==> src/rtl/add64_seq_pkg.sv <==
// Shared types and widths for the 64-bit add/subtract sequencer.
// Split-pass datapath: one 32-bit cla32 used twice per operation.
package add64_seq_pkg;

  localparam int W  = 64;
  localparam int HW = 32;

  typedef enum logic [1:0] {
    IDLE = 2'd0,
    LO   = 2'd1,
    HI   = 2'd2,
    DONE = 2'd3
  } state_t;

  // Signed overflow of an add, given operand and sum sign bits.
  function automatic logic add_ovf(
    input logic sa,
    input logic sb,
    input logic ss
  );
    return (sa == sb) && (ss != sa);
  endfunction

endpackage

==> src/rtl/add64_seq_cla32.sv <==
// 32-bit adder: ripple of eight 4-bit carry-lookahead blocks.
// Existing datapath block shared by the 64-bit sequencer.
module cla4 (
  input  logic [3:0] a,
  input  logic [3:0] b,
  input  logic       ci,
  output logic [3:0] s,
  output logic       co
);

  logic [3:0] g;
  logic [3:0] p;
  logic [4:0] c;

  assign g = a & b;
  assign p = a ^ b;

  assign c[0] = ci;
  assign c[1] = g[0] | (p[0] & ci);
  assign c[2] = g[1] | (p[1] & g[0])
              | (p[1] & p[0] & ci);
  assign c[3] = g[2] | (p[2] & g[1])
              | (p[2] & p[1] & g[0])
              | (p[2] & p[1] & p[0] & ci);
  assign c[4] = g[3] | (p[3] & g[2])
              | (p[3] & p[2] & g[1])
              | (p[3] & p[2] & p[1] & g[0])
              | (p[3] & p[2] & p[1] & p[0] & ci);

  assign s  = p ^ c[3:0];
  assign co = c[4];

endmodule

module cla32 (
  input  logic [31:0] a,
  input  logic [31:0] b,
  input  logic        ci,
  output logic [31:0] s,
  output logic        co
);

  logic [8:0] c;

  assign c[0] = ci;

  for (genvar i = 0; i < 8; i++) begin : g_blk
    cla4 u_cla4 (
      .a  (a[4*i +: 4]),
      .b  (b[4*i +: 4]),
      .ci (c[i]),
      .s  (s[4*i +: 4]),
      .co (c[i+1])
    );
  end

  assign co = c[8];

endmodule

==> src/rtl/add64_seq.sv <==
// 64-bit add/subtract in two passes through a shared cla32.
// Low half in LO, high half in HI, inter-half carry registered.
module add64_seq
  import add64_seq_pkg::*;
(
  input  logic          clk,
  input  logic          reset_n,
  input  logic          op_start,
  input  logic          op_sub,
  input  logic [W-1:0]  op_a,
  input  logic [W-1:0]  op_b,
  output logic          busy,
  output logic          done,
  output logic [W-1:0]  result,
  output logic          co,
  output logic          ovf
);

  state_t state_q;
  state_t state_d;

  logic [W-1:0]  a_r;
  logic [W-1:0]  b_r;
  logic          sub_r;
  logic          c_r;
  logic [HW-1:0] lo_r;

  logic [HW-1:0] cla_a;
  logic [HW-1:0] cla_b;
  logic [HW-1:0] cla_s;
  logic          cla_ci;
  logic          cla_co;

  logic accept;

  assign accept = op_start
                & ((state_q == IDLE) | (state_q == DONE));

  assign busy = (state_q == LO) | (state_q == HI);
  assign done = (state_q == DONE);

  // Low-half selection is the default; only HI picks the top half.
  always_comb begin
    cla_a  = a_r[HW-1:0];
    cla_b  = b_r[HW-1:0];
    cla_ci = sub_r;
    unique case (1'b1)
      (state_q == HI): begin
        cla_a  = a_r[W-1:HW];
        cla_b  = b_r[W-1:HW];
        cla_ci = c_r;
      end
      default: ;
    endcase
  end

  cla32 U0_cla32 (
    .a  (cla_a),
    .b  (cla_b),
    .ci (cla_ci),
    .s  (cla_s),
    .co (cla_co)
  );

  always_comb begin
    state_d = state_q;
    unique case (state_q)
      IDLE: if (op_start) state_d = LO;
      LO:   state_d = HI;
      HI:   state_d = DONE;
      DONE: state_d = op_start ? LO : IDLE;
      default: state_d = IDLE;
    endcase
  end

  always_ff @(posedge clk or negedge reset_n) begin
    if (!reset_n) state_q <= IDLE;
    else          state_q <= state_d;
  end

  always_ff @(posedge clk or negedge reset_n) begin
    if (!reset_n) begin
      a_r   <= '0;
      b_r   <= '0;
      sub_r <= 1'b0;
    end else if (accept) begin
      a_r   <= op_a;
      b_r   <= op_sub ? ~op_b : op_b;
      sub_r <= op_sub;
    end
  end

  always_ff @(posedge clk or negedge reset_n) begin
    if (!reset_n) begin
      lo_r <= '0;
      c_r  <= 1'b0;
    end else if (state_q == LO) begin
      lo_r <= cla_s;
      c_r  <= cla_co;
    end
  end

  // b_r already holds ~b for subtract, so add-rule overflow applies.
  always_ff @(posedge clk or negedge reset_n) begin
    if (!reset_n) begin
      result <= '0;
      co     <= 1'b0;
      ovf    <= 1'b0;
    end else if (state_q == HI) begin
      result <= {cla_s, lo_r};
      co     <= cla_co;
      ovf    <= add_ovf(a_r[W-1], b_r[W-1], cla_s[HW-1]);
    end
  end

endmodule

==> config.mk <==
export PLATFORM = sky130hd
export DESIGN_NAME = add64_seq
export DESIGN_NICKNAME = d
export VERILOG_FILES = /design/src/rtl/add64_seq_pkg.sv /design/src/rtl/add64_seq_cla32.sv /design/src/rtl/add64_seq.sv
export SDC_FILE = /design/constraint.sdc
export NUM_CORES = 1
export LEC_CHECK = 0
export BUFFER_PORTS_ARGS = -buffer_cell sky130_fd_sc_hd__buf_2
export CAP_MARGIN = 0
export CELL_PAD_IN_SITES_DETAIL_PLACEMENT = 0
export CELL_PAD_IN_SITES_GLOBAL_PLACEMENT = 1
export CORE_MARGIN = 2
export CORE_UTILIZATION = 45
export DETAILED_ROUTE_END_ITERATION = 8
export HOLD_SLACK_MARGIN = 0.1
export PLACE_DENSITY_LB_ADDON = 0.1
export SYNTH_ARGS = -nofsm -noshare
export SYNTH_HDL_FRONTEND = slang
export SYNTH_SLANG_ARGS = --single-unit
==> constraint.sdc <==
create_clock -name clk -period 4.85 [get_ports clk]
set_input_delay 0.485 -clock clk [delete_from_list [all_inputs] [get_ports clk]]
set_output_delay 0.485 -clock clk [all_outputs]
set_load 0.1 [all_outputs]
* Word level (Yosys, flattened, before mapping)
Cells that the tools add are included.
** Storage, ports and cells
- Register bits after elaboration :: 230
- Input port bits :: 132
- Output and inout bits :: 68
- Logic and storage cells :: 260
** Cells by class
- Equal/unequal tests :: 6
- Multiplexer cells :: 7
- Bitwise gates (word level) :: 236
- Reductions and logical operators :: 2
** Operators by type and width (number)
- $and A1 B1 Y1 :: 129
- $or A1 B1 Y1 :: 82
- $mux W32 :: 2
- $mux W64 :: 1
- $not A64 Y64 :: 1
- $xor A4 B4 Y4 :: 16
- $and A4 B4 Y4 :: 8
- $pmux W2 S4 :: 1
- $eq A2 B2 Y1 const B :: 2
- $eq A2 B1 Y1 const B :: 1
- $logic_not A2 Y1 :: 1
- $mux W1 :: 2
- $mux W2 :: 1
- $ne A2 B2 Y1 const B :: 1
- $eq A1 B1 Y1 :: 1
- $logic_and A1 B1 Y1 :: 1
- $ne A1 B1 Y1 :: 1

* Longest topological paths before layout
Gate-level depths: netlist of the first run.
- Depth after elaboration :: 25
- Gate-level depth with buffers :: 17
- Mapped depth without buffers :: 14

* Hierarchy
A second synthesis of the first run with hierarchy kept.
** Unflattened totals
- Cells, all modules :: 822
- Area, all modules :: 11350.9 sq um
** Modules (own cells, without submodules)
- add64_seq :: times used 1, cells each 718, area each 10289.9 sq um, seq. area each 5755.5 sq um
- cla4 :: times used 8, cells each 13, area each 132.6 sq um, seq. area each 0.0 sq um

* Least setup slack after synthesis of the first run
OpenSTA, ideal clock, no wires.
- Path kind :: reg2reg
- From :: register state_q[0]
- To :: register result[61]
- Library setup time :: 0.125 ns
- Arrival time :: 4.119 ns
- Data required time :: 4.725 ns
- Path slack :: 0.605 ns
- Cell stages (with the launch flop) :: 18
- Buffers on the path :: 4
- Period minus slack after synthesis :: 4.245 ns
- Cell sequence :: dfrtp_1 > inv_1 > ha_1 > buf_2 > clkbuf_1 > buf_1 > mux2_2 > ha_1 > clkbuf_1 > nand2_1 > o21ai_0 > a221oi_2 > o21a_1 > o221ai_2 > nor2_1 > fa_1 > xnor2_1 > mux2_2
** Between the ends
- Word-level cells in the longest chain between the ends :: 23
- Elaborated cells between the ends (all ways) :: 100
- Classes of those cells :: eq/ne (1); mux (3); bitwise (96)
** Ends and longest elaborated chain
- start: declaration :: line add64_seq.sv:19 : state_t state_q;
- start signal: assignment :: line add64_seq.sv:78 : else state_q <= state_d;
- $eq A2 B2 Y1 (*) :: line add64_seq.sv:48, add64_seq.sv:109
- $mux W32 :: line add64_seq.sv:47 : unique case (1'b1)
- $xor A4 B4 Y4 / $and A4 B4 Y4 (equally long branches) :: line add64_seq_cla32.sv:16, add64_seq_cla32.sv:15
- $and A1 B1 Y1, on equally long branches
- $or A1 B1 Y1, or another cell as far along :: line add64_seq_cla32.sv:25 : assign c[4] = g[3] | (p[3] & g[2])
- $or A1 B1 Y1, or another cell as far along :: line add64_seq_cla32.sv:26 : | (p[3] & p[2] & g[1])
- $or A1 B1 Y1 / $and A1 B1 Y1 (equally long branches) :: line add64_seq_cla32.sv:27, add64_seq_cla32.sv:28
- $or A1 B1 Y1 :: line add64_seq_cla32.sv:28 : | (p[3] & p[2] & p[1] & p[0] & ci);
- [7 not listed]
- $or A1 B1 Y1 :: line add64_seq_cla32.sv:28
- $and A1 B1 Y1 :: line add64_seq_cla32.sv:28
- $or A1 B1 Y1 :: line add64_seq_cla32.sv:28
- $and A1 B1 Y1 :: line add64_seq_cla32.sv:28
- $or A1 B1 Y1 :: line add64_seq_cla32.sv:28
- $and A1 B1 Y1 :: line add64_seq_cla32.sv:19 : assign c[1] = g[0] | (p[0] & ci);
- $or A1 B1 Y1 :: line add64_seq_cla32.sv:19
- $xor A4 B4 Y4 :: line add64_seq_cla32.sv:30 : assign s = p ^ c[3:0];
- end signal: assignment :: line add64_seq.sv:110 : result <= {cla_s, lo_r};
- end: declaration :: line add64_seq.sv:14 : output logic [W-1:0] result,
Mark *: on every way between the ends. The rest lies on a longest branch, timed or not.
A chain may end at the register's enable or synchronous reset.

* Worst setup path after layout of the first run
- From :: register state_q[0]
- To :: register ovf
** Between the ends
- Word-level cells in the longest chain between the ends :: 25
- Elaborated cells between the ends (all ways) :: 108
- Classes of those cells :: eq/ne (2); mux (3); bitwise (102); reduce/logical (1)
** Ends and longest elaborated chain
- $eq A2 B2 Y1 (*) :: line add64_seq.sv:48, add64_seq.sv:109
- $mux W32 :: line add64_seq.sv:47
- $xor A4 B4 Y4 / $and A4 B4 Y4 (equally long branches) :: line add64_seq_cla32.sv:16, add64_seq_cla32.sv:15
- $and A1 B1 Y1, on equally long branches
- $or A1 B1 Y1, or another cell as far along :: line add64_seq_cla32.sv:25
- $or A1 B1 Y1, or another cell as far along :: line add64_seq_cla32.sv:26
- $or A1 B1 Y1 / $and A1 B1 Y1 (equally long branches) :: line add64_seq_cla32.sv:27, add64_seq_cla32.sv:28
- $or A1 B1 Y1 :: line add64_seq_cla32.sv:28
- [9 not listed]
- $or A1 B1 Y1 :: line add64_seq_cla32.sv:28
- $and A1 B1 Y1 :: line add64_seq_cla32.sv:28
- $or A1 B1 Y1 :: line add64_seq_cla32.sv:28
- $and A1 B1 Y1 :: line add64_seq_cla32.sv:24 : | (p[2] & p[1] & p[0] & ci);
- $or A1 B1 Y1 :: line add64_seq_cla32.sv:24
- $xor A4 B4 Y4 :: line add64_seq_cla32.sv:30
- $ne A1 B1 Y1 :: line add64_seq_pkg.sv:21 : return (sa == sb) && (ss != sa);
- $logic_and A1 B1 Y1 :: line add64_seq_pkg.sv:21
- end signal: assignment :: line add64_seq.sv:112 : ovf <= add_ovf(a_r[W-1], b_r[W-1], cla_s[HW-1]);
- end: declaration :: line add64_seq.sv:16 : output logic ovf
Marks and branches as above.

==> impl_metrics.json, run 1 <==
{
  "critPathKind": "flop to flop",
  "async_flop_share_pct": 100,
  "r2r-end": "ovf",
  "start_util_pct": 45.4,
  "cts.sinks": 230,
  "cap_violations": 0,
  "ys.flop_type": "dfrtp_1",
  "hold_violations": 0,
  "end_kind": "flop",
  "fin_crit_sh_pct": 87.6,
  "synthCells": 957,
  "drtPass1Iterations": 4,
  "grt-ovfl-total": 0,
  "initialDrtViolationCount": 467,
  "regToRegSetupSlack_ns": 0.60,
  "final_nets": 1321,
  "finalMaxSlewViolations": 0,
  "drive_gt1_share_pct": 39.0,
  "die-area_um2": 26500,
  "syn_area_um2": 11300,
  "die_width_um": 163,
  "wire_per_inst_um": 17.1,
  "cts_max_level": 1,
  "wl_mm": 25.5,
  "clk_latency_ns": 0.53,
  "cts_setup_buffers": 0,
  "vias": 7563,
  "tns_ns": 0,
  "num_io_pins": 200,
  "ys_types": 56,
  "clk_pin_slew_worst_paths_ns": 0.06,
  "grt_max_degree": 165,
  "ys.warnings.count": 0,
  "syn_nets": 1134,
  "max_stage_delay_ns": 0.51,
  "cts_buffers": 26,
  "fmax_mhz": 235,
  "die_y_um": 163,
  "synth-seq-cells": 230,
  "tightest_slew_ns": 0.984,
  "cts_tree": "yes",
  "ant_nets": 0,
  "final_cell_mix": "dfrtp_1, buf_2, mux2_2",
  "final_common_cell": "dfrtp_1",
  "cp.required_ns": 5.28,
  "outcome": "finished, final reports clean",
  "r2r.worst_path.cells": 14,
  "rows": 58,
  "grt_pass1_vias": 7394,
  "crit_start": "state_q[0]",
  "layout_min_cycle_time_ns": 4.25,
  "worstPathMaxFanout": 33,
  "rsz0062_at_grt": "no",
  "start_kind": "flop",
  "place_hpwl_mm": 18.2,
  "nFillCells": 2233,
  "antenna_found_initial": 0,
  "cp_cell_sequence": "inv_1, ha_4, buf_12, mux2_2, ha_1, a21oi_1, o21ai_0, buf_4, a221oi_2, o21a_1, o221ai_2, a41o_1, or4_1, a41oi_1",
  "grt_pass1_wl_mm": 40.9,
  "syn_area_per_cell_um2": 11.8,
  "hold_path_class": "primary input to asynchronous set/reset pin",
  "drc": 0,
  "core_area_um2": 25000,
  "crit_end": "ovf",
  "cts_resized": 0,
  "reg2reg_from": "state_q[0]",
  "area_delta_synth_final_pct": 19.9,
  "viasPerCell": 5.07,
  "io_buffers": 199,
  "arrival_ns": 4.68,
  "synth_edf_count": 0,
  "grt_usage_pct": 19.6,
  "finClkSkew_ns": 0.0150,
  "maxSlewHeadroom_pct": 34.4,
  "place_congestion": 0.799,
  "cpMaxStageDelayCell": "ha_4",
  "ys_seq_area_share_pct": 50.8,
  "hold_buffers": 0,
  "final_core_utilization_pct": 54.4,
  "clockBufferDepth": 3,
  "num_antenna_cells": 0,
  "root_buffer": "clkbuf_16",
  "finalSetupViolCount": 0
}
==> state kept, by name, indices dropped and copies added, names as in the netlist <==
register  count
a_r          64
b_r          64
result       64
lo_r         32
state_q       2
c_r           1
co            1
ovf           1
sub_r         1
==> synth_stat cells, types with 2 or more instances <==
master | count | area share (%)
xnor2_1 | 78 | 6.0
a21oi_1 | 21 | 0.93
mux2i_1 | 8 | 0.71
o21a_1 | 4 | 0.27
a21boi_0 | 5 | 0.33
clkinv_1 | 2 | 0.066
nand2_1 | 101 | 3.3
a21o_2 | 2 | 0.15
nor2_1 | 17 | 0.56
a31oi_1 | 5 | 0.28
nor3_1 | 4 | 0.18
o2111ai_1 | 2 | 0.15
buf_1 | 17 | 0.56
a221o_1 | 2 | 0.18
nor2b_1 | 3 | 0.17
clkbuf_1 | 32 | 1.1
o31ai_1 | 7 | 0.46
nand4_1 | 8 | 0.44
o21ai_0 | 94 | 4.2
o311ai_0 | 3 | 0.23
inv_1 | 26 | 0.86
a21o_1 | 5 | 0.33
fa_1 | 8 | 1.4
nor4_1 | 3 | 0.17
nand2b_1 | 4 | 0.22
ha_1 | 37 | 4.1
mux2_2 | 191 | 19
xor2_1 | 3 | 0.23
or3_1 | 4 | 0.22
and2_1 | 2 | 0.11
and3_1 | 2 | 0.11
nand3_1 | 2 | 0.088
and4_1 | 3 | 0.23
dfrtp_1 | 230 | 51
==> layout make-up <==
class,count,area (um^2),share of cell area (%)
Clock buffer,39,771,5.68
Clock inverter,7,116,0.857
Inverter,28,105,0.774
Multi-Input combinational cell,649,5300,39.0
Sequential cell,230,5760,42.4
Tap cell,330,413,3.04
Timing Repair Buffer,209,1120,8.26
==> metal layers <==
metal  vias up  global-route usage [%]  share of wire, %
li1       3730                       -                 -
met5         -                       0                 0
met3        32                    2.72               4.5
met1      3624                    33.2                55
met2       177                    26.4                39
met4         0                    3.90               1.5
==> critical path, delay by kind of cell (launching register included) <==
family / cells / cell delay [ns]
AO/OA/AOI/OAI: 7 / 1.38
buffers and inverters: 3 / 0.60
multiplexers: 1 / 0.36
adder cells (fa/ha/maj): 2 / 0.87
flip-flops: 1 / 0.43
AND/OR/NAND/NOR: 1 / 0.47
==> metrics by stage <==
stage | hold slack (ns) | cells | cell area [um^2] | setup WS [ns]
finish | 0.0793 | 1492 | 13600 | 0.600
global route | 0.173 | 1492 | 13600 | 0.354
CTS | 0.117 | 1492 | 13600 | 0.597
detailed placement | 0.465 | 1446 | 12700 | 0.604
global placement | 0.455 | 1446 | 12700 | 0.678
floorplan | 0.189 | 957 | 11300 | 0.605
==> cell families (layout without fill, tap and decap cells) <==
logic type / Yosys count / in the layout / synth area share, %
adder cells (fa/ha/maj): 45 / 45 / 5.50
XOR/XNOR: 81 / 81 / 6.26
AND/OR/NAND/NOR: 157 / 157 / 6.12
multiplexers: 200 / 200 / 19.8
flip-flops: 230 / 230 / 50.8
buffers and inverters: 78 / 283 / 2.60
AO/OA/AOI/OAI: 166 / 166 / 8.89
==> worst min-delay path by stage <==
| stage | from | end | slack [ns] | cells past startpoint |
|---|---|---|---|---|
| after global routing | reset_n | lo_r[22] | 0.17 | 1 |
| after floorplan | reset_n | a_r[0] | 0.19 | 0 |
| after detailed placement | b_r[62] | b_r[62] | 0.46 | 2 |
| after CTS | reset_n | result[57] | 0.12 | 1 |
| final | reset_n | lo_r[22] | 0.08 | 1 |
| after global placement | b_r[58] | b_r[58] | 0.45 | 2 |
Power of run 1 is not shown: default switching activity piles up to over one toggle a cycle in this logic, so the estimate is an artifact.
==> run 2, diff against run 1 <==
--- a/config.mk
+++ b/config.mk
@@ -5,13 +5,13 @@
 export SDC_FILE = /design/constraint.sdc
 export NUM_CORES = 1
 export LEC_CHECK = 0
-export BUFFER_PORTS_ARGS = -buffer_cell sky130_fd_sc_hd__buf_2
 export CAP_MARGIN = 0
 export CELL_PAD_IN_SITES_DETAIL_PLACEMENT = 0
 export CELL_PAD_IN_SITES_GLOBAL_PLACEMENT = 1
 export CORE_MARGIN = 2
 export CORE_UTILIZATION = 45
 export DETAILED_ROUTE_END_ITERATION = 8
+export DONT_BUFFER_PORTS = 1
 export HOLD_SLACK_MARGIN = 0.1
 export PLACE_DENSITY_LB_ADDON = 0.1
 export SYNTH_ARGS = -nofsm -noshare
==> run 2 against run 1 <==
- the flow now finishes with violations (hold timing)
- routed wire length about the same
- non-clock buffer count down 190
- via count decreased by 7.9%
- design area is 7.2% lower
- clock skew fell by 0.0045 ns
- setup slack improved by 0.060 ns
- critical path depth did not move
==> impl_metrics.json, run 2 (synthesized netlist as in run 1, its figures left out) <==
{
  "outcome": "finished with violations",
  "failed_checks": "hold timing",
  "cp.required_ns": 5.24,
  "crit_start": "state_q[0]",
  "final_core_utilization_pct": 50.5,
  "die-area_um2": 26500,
  "cts_buffers": 25,
  "setup_ws_ns": 0.660,
  "ant_nets": 0,
  "grt-ovfl-total": 0,
  "cts_setup_buffers": 0,
  "grt_usage_pct": 19.2,
  "end_kind": "flop",
  "place_congestion": 0.834,
  "hold_path_class": "primary input to asynchronous set/reset pin",
  "layout_min_cycle_time_ns": 4.19,
  "wl_mm": 25.5,
  "finalMaxSlewViolations": 0,
  "final_nets": 1130,
  "cpMaxStageDelayCell": "dfrtp_1",
  "r2r-end": "lo_r[21]",
  "grt_pass1_wl_mm": 39.6,
  "num_io_pins": 200,
  "rsz0062_at_grt": "no",
  "rows": 58,
  "start_util_pct": 45.4,
  "max_stage_delay_ns": 0.43,
  "drive_gt1_share_pct": 25.7,
  "cap_violations": 0,
  "critPathKind": "flop to flop",
  "holdWs_ns": -0.325,
  "vias": 6962,
  "nFillCells": 2254,
  "viasPerCell": 5.35,
  "clockBufferDepth": 3,
  "cts_tree": "yes",
  "regToRegSetupSlack_ns": 0.66,
  "reg_top3": "a_r x64, b_r x64, result x64",
  "wire_per_inst_um": 19.6,
  "reg2reg_from": "state_q[0]",
  "cp_cell_sequence": "inv_1, ha_4, buf_12, mux2_2, ha_1, and4_1, and2_1, nand4_1, a21o_2, a21oi_1, nor2_1, fa_1, xnor2_1, mux2_2",
  "drc": 0,
  "pre_cts_ws_ns": 0.639,
  "r2r.worst_path.cells": 14,
  "final_cell_mix": "dfrtp_1, mux2_2, nand2_1",
  "cts_resized": 0,
  "hold_violations": 230,
  "grt_max_degree": 231,
  "grt_pass1_vias": 6969,
  "final_common_cell": "dfrtp_1",
  "initialDrtViolationCount": 407,
  "fmax_mhz": 239,
  "root_buffer": "clkbuf_16",
  "clk_pin_slew_worst_paths_ns": 0.06,
  "tns_ns": 0,
  "area_delta_synth_final_pct": 11.2,
  "place_hpwl_mm": 18.5,
  "arrival_ns": 4.58,
  "io_buffers": 0,
  "fin_crit_sh_pct": 86.4,
  "worstPathMaxFanout": 38,
  "finClkSkew_ns": 0.0105,
  "finalSetupViolCount": 0,
  "cts_max_level": 1,
  "cp_common_cell": "mux2_2",
  "cts.sinks": 230,
  "drtPass1Iterations": 4,
  "die_y_um": 163,
  "die_width_um": 163,
  "core_area_um2": 25000,
  "final_cells": 1301,
  "clk_latency_ns": 0.51,
  "tightest_slew_ns": 1.04,
  "start_kind": "flop",
  "maxSlewHeadroom_pct": 30.7,
  "dp.cells": 1245,
  "antenna_found_initial": 4
}
## run 2: changes by cell type in the layout (fill, tap and decap cells not counted), sizes merged
cell         previous run  this run
dlygate4sd3             0        11
bufinv                  3         2
clkinvlp                1         0
buf                   209         8
clkinv                  5         4
diode                   0         3
clkbuf                 39        38
## run 2: final cells by class
| cell class | count | area [um^2] | share of cell area [%] |
|---|---|---|---|
| Antenna cell | 3 | 7.51 | 0.0596 |
| Clock buffer | 38 | 744 | 5.91 |
| Clock inverter | 4 | 70.1 | 0.556 |
| Inverter | 28 | 105 | 0.834 |
| Multi-Input combinational cell | 649 | 5300 | 42.0 |
| Sequential cell | 230 | 5760 | 45.7 |
| Tap cell | 330 | 413 | 3.28 |
| Timing Repair Buffer | 19 | 208 | 1.65 |
## run 2: metal layers
layer	wire (um)	up-vias	global-route usage, %
met5	0	-	0
met4	352	0	4.63
met3	1900	22	4.41
met2	10200	194	25.7
met1	13100	3402	30.9
li1	-	3344	-
## run 2: how the worst max path moves through the flow
stage	to	depth (start not counted)
final	lo_r[21]	14
after global routing	result[51]	13
after CTS	lo_r[21]	14
after detailed placement	lo_r[21]	14
after global placement	result[53]	14
after floorplan	result[61]	17
## run 2: through the flow
step           hold WS, ns  cell area [um^2]
2_1_floorplan        0.189             11300
3_3_place_gp         0.199             11700
3_5_place_dp         0.198             11700
4_1_cts             -0.347             12500
5_1_grt             -0.355             12600
6_report            -0.325             12600
## run 2: what timing repair did
item | 4_1_cts | 5_1_grt
endpoints found under the setup margin | 0 | 0
hold buffers | 4 | 7
endpoints found under the hold margin | 234 | 237
## run 2: critical path: cells and delay by family, from the launching register on
kind / cells / cell delay, ns
buffers and inverters: 2 / 0.45
XOR/XNOR: 1 / 0.15
flip-flops: 1 / 0.43
multiplexers: 2 / 0.65
AO/OA/AOI/OAI: 2 / 0.56
AND/OR/NAND/NOR: 4 / 0.70
adder cells (fa/ha/maj): 3 / 1.12
Power of run 2 is left out for the same reason.
